[src/rtl/uart_tx_fifo_param.sv]
// UART transmitter fed by a small word FIFO: configurable data width, parity and stop bits.
// Queued words leave back-to-back; the start bit of the next frame follows the last stop cycle.
module uart_tx_fifo_param #(
  parameter int CLKS_PER_BIT = 868,
  parameter int DATA_BITS    = 8,
  parameter int PARITY       = 0,
  parameter int STOP_BITS    = 1,
  parameter int FIFO_DEPTH   = 4
) (
  input  logic                          Clock,
  input  logic                          Reset_n,
  input  logic                          TX_Valid,
  input  logic [DATA_BITS-1:0]          TX_Bytes,
  output logic                          TX_Ready,
  output logic                          TX_Serial,
  output logic                          TX_Active,
  output logic                          TX_Done,
  output logic [$clog2(FIFO_DEPTH):0]   FIFO_Count,
  output logic [2:0]                    dbg_state
);

  if (CLKS_PER_BIT < 2 || DATA_BITS < 5 || DATA_BITS > 9 || PARITY < 0 || PARITY > 2 ||
      STOP_BITS < 1 || STOP_BITS > 2 || FIFO_DEPTH < 2 ||
      (FIFO_DEPTH & (FIFO_DEPTH - 1)) != 0) begin : g_bad_params
    $error("uart_tx_fifo_param: illegal parameter set");
  end

  localparam int AW   = $clog2(FIFO_DEPTH);
  localparam int CNTW = AW + 1;
  localparam int CW   = $clog2(CLKS_PER_BIT);
  localparam int IW   = 4;
  localparam logic [CW-1:0]   CLK_LAST  = CW'(CLKS_PER_BIT - 1);
  localparam logic [IW-1:0]   DATA_LAST = IW'(DATA_BITS - 1);
  localparam logic [IW-1:0]   STOP_LAST = IW'(STOP_BITS - 1);
  localparam logic [CNTW-1:0] DEPTH     = CNTW'(FIFO_DEPTH);

  typedef enum logic [2:0] {
    S_IDLE   = 3'd0,
    S_START  = 3'd1,
    S_DATA   = 3'd2,
    S_PARITY = 3'd3,
    S_STOP   = 3'd4
  } state_t;

  state_t                state, state_next;
  logic [DATA_BITS-1:0]  fifo_mem [FIFO_DEPTH];
  logic [AW-1:0]         wr_ptr, rd_ptr;
  logic [CNTW-1:0]       count, count_next;
  logic                  fifo_avail;
  logic                  has_word, push, pop, bit_end, frame_end;
  logic [CW-1:0]         clk_cnt;
  logic [IW-1:0]         bit_idx;
  logic [DATA_BITS-1:0]  shift_reg;
  logic                  parity_bit;

  // Handshake: a word transfers on a rising edge where TX_Valid and TX_Ready are both high;
  // TX_Ready is registered and depends only on the queue occupancy.
  assign push      = TX_Valid && TX_Ready;
  assign has_word  = (count != '0);
  assign bit_end   = (clk_cnt == CLK_LAST);
  assign frame_end = (state == S_STOP) && bit_end && (bit_idx == STOP_LAST);
  // IDLE waits on the registered non-empty view, which sets the two-edge start latency.
  assign pop       = ((state == S_IDLE) && fifo_avail && has_word) || (frame_end && has_word);

  assign FIFO_Count = count;
  assign dbg_state  = state;

  always_comb begin
    count_next = count;
    case ({push, pop})
      2'b10:   count_next = count + 1'b1;
      2'b01:   count_next = count - 1'b1;
      default: count_next = count;
    endcase
  end

  always_ff @(posedge Clock or negedge Reset_n) begin
    if (!Reset_n) begin
      wr_ptr     <= '0;
      rd_ptr     <= '0;
      count      <= '0;
      TX_Ready   <= 1'b1;
      fifo_avail <= 1'b0;
    end else begin
      if (push) wr_ptr <= wr_ptr + 1'b1;
      if (pop)  rd_ptr <= rd_ptr + 1'b1;
      count      <= count_next;
      TX_Ready   <= (count_next != DEPTH);
      fifo_avail <= has_word;
    end
  end

  always_ff @(posedge Clock) begin
    if (push) fifo_mem[wr_ptr] <= TX_Bytes;
  end

  always_ff @(posedge Clock or negedge Reset_n) begin
    if (!Reset_n) state <= S_IDLE;
    else          state <= state_next;
  end

  always_comb begin
    state_next = state;
    case (state)
      S_IDLE:   if (pop) state_next = S_START;
      S_START:  if (bit_end) state_next = S_DATA;
      S_DATA:   if (bit_end && bit_idx == DATA_LAST)
                  state_next = (PARITY != 0) ? S_PARITY : S_STOP;
      S_PARITY: if (bit_end) state_next = S_STOP;
      S_STOP:   if (frame_end) state_next = has_word ? S_START : S_IDLE;
      default:  state_next = S_IDLE;
    endcase
  end

  // bit_idx counts data bits in DATA and stop bits in STOP; it clears on every state change.
  always_ff @(posedge Clock or negedge Reset_n) begin
    if (!Reset_n) begin
      clk_cnt    <= '0;
      bit_idx    <= '0;
      shift_reg  <= '0;
      parity_bit <= 1'b0;
    end else begin
      if (state == S_IDLE || bit_end) clk_cnt <= '0;
      else                            clk_cnt <= clk_cnt + 1'b1;
      if (state_next != state) bit_idx <= '0;
      else if (bit_end)        bit_idx <= bit_idx + 1'b1;
      if (pop) begin
        shift_reg  <= fifo_mem[rd_ptr];
        parity_bit <= (PARITY == 1) ? ~^fifo_mem[rd_ptr] : ^fifo_mem[rd_ptr];
      end else if (state == S_DATA && bit_end) begin
        shift_reg <= shift_reg >> 1;
      end
    end
  end

  always_comb begin
    TX_Serial = 1'b1;
    TX_Active = 1'b1;
    TX_Done   = 1'b0;
    case (state)
      S_IDLE:   TX_Active = 1'b0;
      S_START:  TX_Serial = 1'b0;
      S_DATA:   TX_Serial = shift_reg[0];
      S_PARITY: TX_Serial = parity_bit;
      S_STOP:   TX_Done   = frame_end;
      default:  TX_Active = 1'b0;
    endcase
  end

endmodule

[config.mk]
export PLATFORM = sky130hd
export DESIGN_NAME = uart_tx_fifo_param
export DESIGN_NICKNAME = d
export VERILOG_FILES = /design/src/rtl/uart_tx_fifo_param.sv
export SDC_FILE = /design/constraint.sdc
export NUM_CORES = 1
export LEC_CHECK = 0
export ABC_AREA = 1
export CAP_MARGIN = 30
export CORE_MARGIN = 10
export CORE_UTILIZATION = 53
export DETAILED_ROUTE_END_ITERATION = 6
export PLACE_DENSITY = 0.8
export SETUP_SLACK_MARGIN = 0.3
export SLEW_MARGIN = 40
export SYNTH_ARGS = -nofsm -noshare
export SYNTH_HDL_FRONTEND = slang
export SYNTH_SLANG_ARGS = --single-unit
[constraint.sdc]
create_clock -name Clock -period 2.2 [get_ports Clock]
set_input_delay 0.33 -clock Clock [delete_from_list [all_inputs] [get_ports Clock]]
set_output_delay 0.33 -clock Clock [all_outputs]
set_load 0.1 [all_outputs]
Word-level counts from Yosys, hierarchy flattened
Memories as Yosys holds them, arrays and structs flattened.
Index checks and enable logic that the tools add are counted.

operators by class
  equality and inequality tests = 10
  add/subtract/negate cells = 6
  mux-type cells = 18
  reduce and logical (&&, ||, !) cells = 17

operator list
  operator                                                                number
  8-bit two-way mux                                                       2
  3-bit two-way mux                                                       5
  3-bit case mux with 5 select lines                                      1
  10-bit by 1-bit adder with 10-bit output (second input constant)        1
  10-bit equality test (second input constant)                            1
  10-bit two-way mux                                                      1
  1-bit logical AND                                                       8
  4-bit two-way mux                                                       2
  8-bit parity                                                            1
  3-bit by 2-bit equality test with 1-bit output (second input constant)  2
  3-bit case mux with 2 select lines                                      1
  1-bit two-way mux                                                       5
  2-bit by 1-bit adder with 2-bit output (second input constant)          2
  4-bit by 1-bit adder with 4-bit output (second input constant)          1
  4-bit by 3-bit equality test with 1-bit output (second input constant)  1
  4-bit logical NOT                                                       1
  2-bit nonzero test                                                      2
  4-bit OR reduction                                                      1
  3-bit by 1-bit adder with 3-bit output (second input constant)          1
  3-bit by 1-bit equality test with 1-bit output (second input constant)  1
  3-bit equality test (second input constant)                             1
  3-bit logical NOT                                                       1
  3-bit inequality test                                                   1
  3-bit inequality test (second input constant)                           1
  other kinds (6)                                                         7

storage, ports and cells
  bits of input ports = 11
  word-level logic and storage cells = 62
  flip-flop bits (word level) = 35
  memory bits (writable) = 32
  memories kept = 1
  output and inout bits = 10

memories
  name      depth  bits a word  rd ports  clocked after memory_dff  wr ports  line  RTL
  fifo_mem  4      8            1         0                         1         46    logic [DATA_BITS-1:0] fifo_mem [FIFO_DEPTH];

Longest topological paths before layout
  word-level depth = 9
  mapped depth = 14
  gate-level depth less buffers = 14

Worst setup path before layout
Ideal clock, no wire load.

  kind = reg-to-reg
  from = reg count[0], in the netlist FIFO_Count[0]
  to = reg TX_Ready
  library setup time = 0.082 ns
  arrival = 2.668 ns
  setup slack = -0.550 ns
  required time = 2.118 ns
  path buffers = 0
  cell stages (with the launch flop) = 12
  clock period less this slack = 2.750 ns
  cells stage by stage = dfrtp_1 -> inv_1 -> nand3_1 -> nand4_1 -> nand2_4 -> ha_1 -> inv_1 -> fa_1 -> a21oi_1 -> o21ai_0 -> xor2_1 -> nand2_1

on the way
  cells in the longest elaborated chain, start to end = 6
  elaborated cells on any way between the ends = 10
  classes of those cells = 2 x add/sub; 3 x eq/ne; 1 x mux; 4 x reduce/logical

RTL lines
  what                                                                                   line  RTL
  start, declared                                                                        48    logic [CNTW-1:0] count, count_next;
  start signal, assigned                                                                 87    count <= count_next;
  3-bit nonzero test (*)                                                                 59    assign has_word = (count != '0);
  named net has_word                                                                     50    logic has_word, push, pop, bit_end, frame_end;
  1-bit logical AND                                                                      63    assign pop = ((state == S_IDLE) && fifo_avail && has_word) || (frame_end && has_word);
  1-bit logical OR (*)                                                                   63
  named net pop                                                                          50
  2-bit by 1-bit equality test with 1-bit output or 2-bit equality test (tied branches)  70    case ({push, pop})
  3-bit case mux with 2 select lines (*)                                                 70
  named net count_next[2]                                                                48
  3-bit inequality test (*)                                                              88    TX_Ready <= (count_next != DEPTH);
  end signal, assigned                                                                   88
  end, declared                                                                          14    output logic TX_Ready,

Mark *: on every way through the listed nets, which the timed path passes. The rest lies on a longest branch.
A chain may end at the register's enable or synchronous reset.

Final worst setup path
  from = reg bit_idx[1]
  to = reg TX_Ready

on the way
  cells in the longest elaborated chain, start to end = 7
  elaborated cells on any way between the ends = 8
  classes of those cells = 3 x eq/ne; 1 x mux; 4 x reduce/logical

RTL lines
  what                                                                                   line  RTL
  start, declared                                                                        52    logic [IW-1:0] bit_idx;
  start signal, assigned                                                                 126   else if (bit_end) bit_idx <= bit_idx + 1'b1;
  4-bit logical NOT (*)                                                                  61    assign frame_end = (state == S_STOP) && bit_end && (bit_idx == STOP_LAST);
  1-bit logical AND (*)                                                                  61
  1-bit logical AND (*)                                                                  63
  1-bit logical OR (*)                                                                   63
  named net pop                                                                          50
  2-bit by 1-bit equality test with 1-bit output or 2-bit equality test (tied branches)  70
  3-bit case mux with 2 select lines (*)                                                 70
  named net count_next[2]                                                                48
  3-bit inequality test (*)                                                              88

Marked as above.

==> out/metrics.cfg <==
[floorplanning]
dieWidth_um = 99.97
core_area_mm2 = 0.006277
io_pins = 21
fp.dieH_um = 99.97
num_rows = 29
die_area_mm2 = 0.009994
initial_core_util = 0.5400

[routing]
drc = 0
drt-pass1-iter-count = 4
viasPerCell = 5.241
wl_um = 7206
vias = 2678
ant_nets = 0
wl_per_cell_um = 14.10
drt_iter0_markers = 218

[cts]
htree_levels = 3
cts_made_buffers = 9
clock_sinks = 67
worstSkewPairLatency_ns = 0.35
clk_pin_slew_ns = 0.08
ctsRootBufferMaster = clkbuf_8
cts_tree = yes
cts_buffer_depth = 2

[run_status]
violations = setup timing
status = finished with violations

[setup_path]
crit_top_cell = nand2_1
path_cells = inv_1, ha_1, nand2_1, nor2_4, nand3_4, nand2_4, ha_4, inv_4, fa_2, a21oi_2, o21ai_2, xor2_1, nand2_1
worst-path-max-fanout = 3
critPathMaxStageDelay_ns = 0.41
path_class = flop to flop
required_ns = 2.48
end_kind = flop
cp-start-kind = flop
slowest_stage = dfrtp_1
worst-endpoint-arrival_ns = 2.49

[finish]
fin_area_mm2 = 0.004229
syn_to_final_growth_pct = 24.77
largest_register_ffs = 32
fillers = 458
utilization = 0.6737
n_antenna_cell = 0
drive_gt1_frac = 0.2488
nets = 449
stdcell_count = 511

[global_routing]
grt_max_degree = 36
grt_pass1_vias = 2565
grt_pass1_wl_um = 11470
grt_remaining_overflow = 0
track_usage = 0.1424
antenna_found_initial = 0

[logic_synthesis]
ys_seq_area_frac = 0.5423
synth_top_area_cell = edfxtp_1
synthDistinctLibCells = 35
ys_seq_elements = 67
synth_top_area_frac = 0.2835
syn_area_per_cell_um2 = 9.136
syn_inst = 371
synth_warnings = 0
synth.cell_area_mm2 = 0.003390
synth_nets = 391
synth.area.top_cells = edfxtp_1, dfrtp_1, nand2_1

[timing]
finalHoldViolations = 0
fin_skew_ns = 0.008325
max_slew_margin = 0.6742
worst_slack_ns = -0.008176
fin_crit_sh = 1.004
final_max_slew_viol_count = 0
grt_setup_unrepaired = yes
fmax_ghz = 0.4529
setup_violations = 1
timing.setup.tns_ns = -0.008176
tightest_slew_ns = 0.4882
period_minus_slack_ns = 2.208

[pwr]
cellPowerDensity_mw_per_mm2 = 792.9
peakVddDrop_mv = 0.5964
finalPower_mw = 3.353
leakage_nw = 1.993

[hold_path]
hold_class = input port to async pin

[placement]
place_area_mm2 = 0.003805
place.gp.congestion = 0.7734
dp_hpwl_um = 4636
dpl.cell_count = 473
port_buffers = 20

[run]
drv_cap = 0

==> area by class of cell <==
type,count,area [um2],share of cell area
Tap cell,77,96.34,0.02278
Inverter,35,138.9,0.03284
Timing Repair Buffer,53,471.7,0.1115
Multi-Input combinational cell,263,1481,0.3503
Clock inverter,7,52.55,0.01243
Clock buffer,9,123.9,0.02929
Sequential cell,67,1864,0.4408
==> path summary, 6_finish.rpt <==
path	startpoint	to	slack, ns	cells past startpoint
worst max-delay path	bit_idx[1]	TX_Ready	-0.008	13
max in group asynchronous	Reset_n	dbg_state[1]	1.46	2
worst min-delay path	Reset_n	FIFO_Count[2]	0.38	2
min in group Clock	shift_reg[6]	shift_reg[6]	0.49	2
worst min register to register	shift_reg[6]	shift_reg[6]	0.49	2
worst max register to register	bit_idx[1]	TX_Ready	-0.008	13
==> where the power goes <==
group / internal, mW / switching, mW / total [mW]
Sequential: 1.52 / 0.0681 / 1.59
Clock: 0.413 / 0.498 / 0.911
Combinational: 0.241 / 0.615 / 0.856
==> metal layers <==
layer	vias up	share of wire	track usage
li1	1319	-	-
met3	19	0.043	0.04396
met5	-	0	0
met4	0	0.032	0.08261
met1	1257	0.44	0.1671
met2	83	0.49	0.2260
==> metrics by stage <==
stage	hold WS [ns]	setup WS, ns
after CTS	0.3857	0.1209
after global routing	0.4215	-0.1458
after floorplan	0.03441	-0.001322
final	0.3834	-0.008176
after global placement	0.4441	0.1151
after detailed placement	0.4534	0.03221
==> cell usage in the layout, fill, tap and decap left out, drive strengths merged, types with 2 or more instances in the layout <==
cell type / instances
nand2: 144
buf: 43
nand3: 35
inv: 35
dfrtp: 34
nor2: 33
edfxtp: 32
clkdlybuf4s50: 10
clkbuf: 9
xor2: 8
ha: 8
o21ai: 6
clkinvlp: 5
o211ai: 5
nand4: 4
a21oi: 4
nor3: 3
nor3b: 3
xnor2: 3
a22oi: 3
clkinv: 2
==> timing repair <==
action | 4_1_cts | 5_1_grt
gates resized for setup | 16 | 8
setup buffers | 15 | 7
hold endpoints to repair | 0 | 0
hold buffers | 0 | 0
setup endpoints to repair | 5 | 17
pin swaps | 10 | 3
==> synthesized netlist by cell type <==
library cell	number
a21oi_1	4
a22oi_1	3
a31oi_1	1
buf_2	2
buf_4	2
buf_6	2
clkinv_2	1
dfrtp_1	34
dfstp_2	1
edfxtp_1	32
fa_1	1
ha_1	8
inv_1	31
inv_2	3
nand2_1	142
nand2_2	1
nand2_4	1
nand3_1	31
nand3_2	2
nand3_4	2
nand3b_4	1
nand4_1	4
nor2_1	27
nor2_2	4
nor2_4	1
nor2_8	1
nor3_1	3
nor3b_1	3
o211ai_2	5
o21ai_0	4
o21ai_1	1
o21ai_2	1
o221ai_1	1
xnor2_1	3
xor2_1	8
==> cell families after synthesis <==
| logic type | after synthesis | synth area share |
|---|---|---|
| compound gates | 20 | 0.04540 |
| xor+xnor | 11 | 0.02843 |
| fa+ha+maj | 9 | 0.03544 |
| flops | 67 | 0.5423 |
| simple gates | 223 | 0.2953 |
| buf+inv | 41 | 0.05315 |
==> worst max-delay path, delay by kind of cell (launching register included) <==
kind / cells / cell delay (ns)
compound gates: 2 / 0.24
xor+xnor: 1 / 0.18
fa+ha+maj: 3 / 0.68
buf+inv: 2 / 0.12
flops: 1 / 0.41
simple gates: 5 / 0.52
Note: power is estimated with default switching activity, not from simulation.
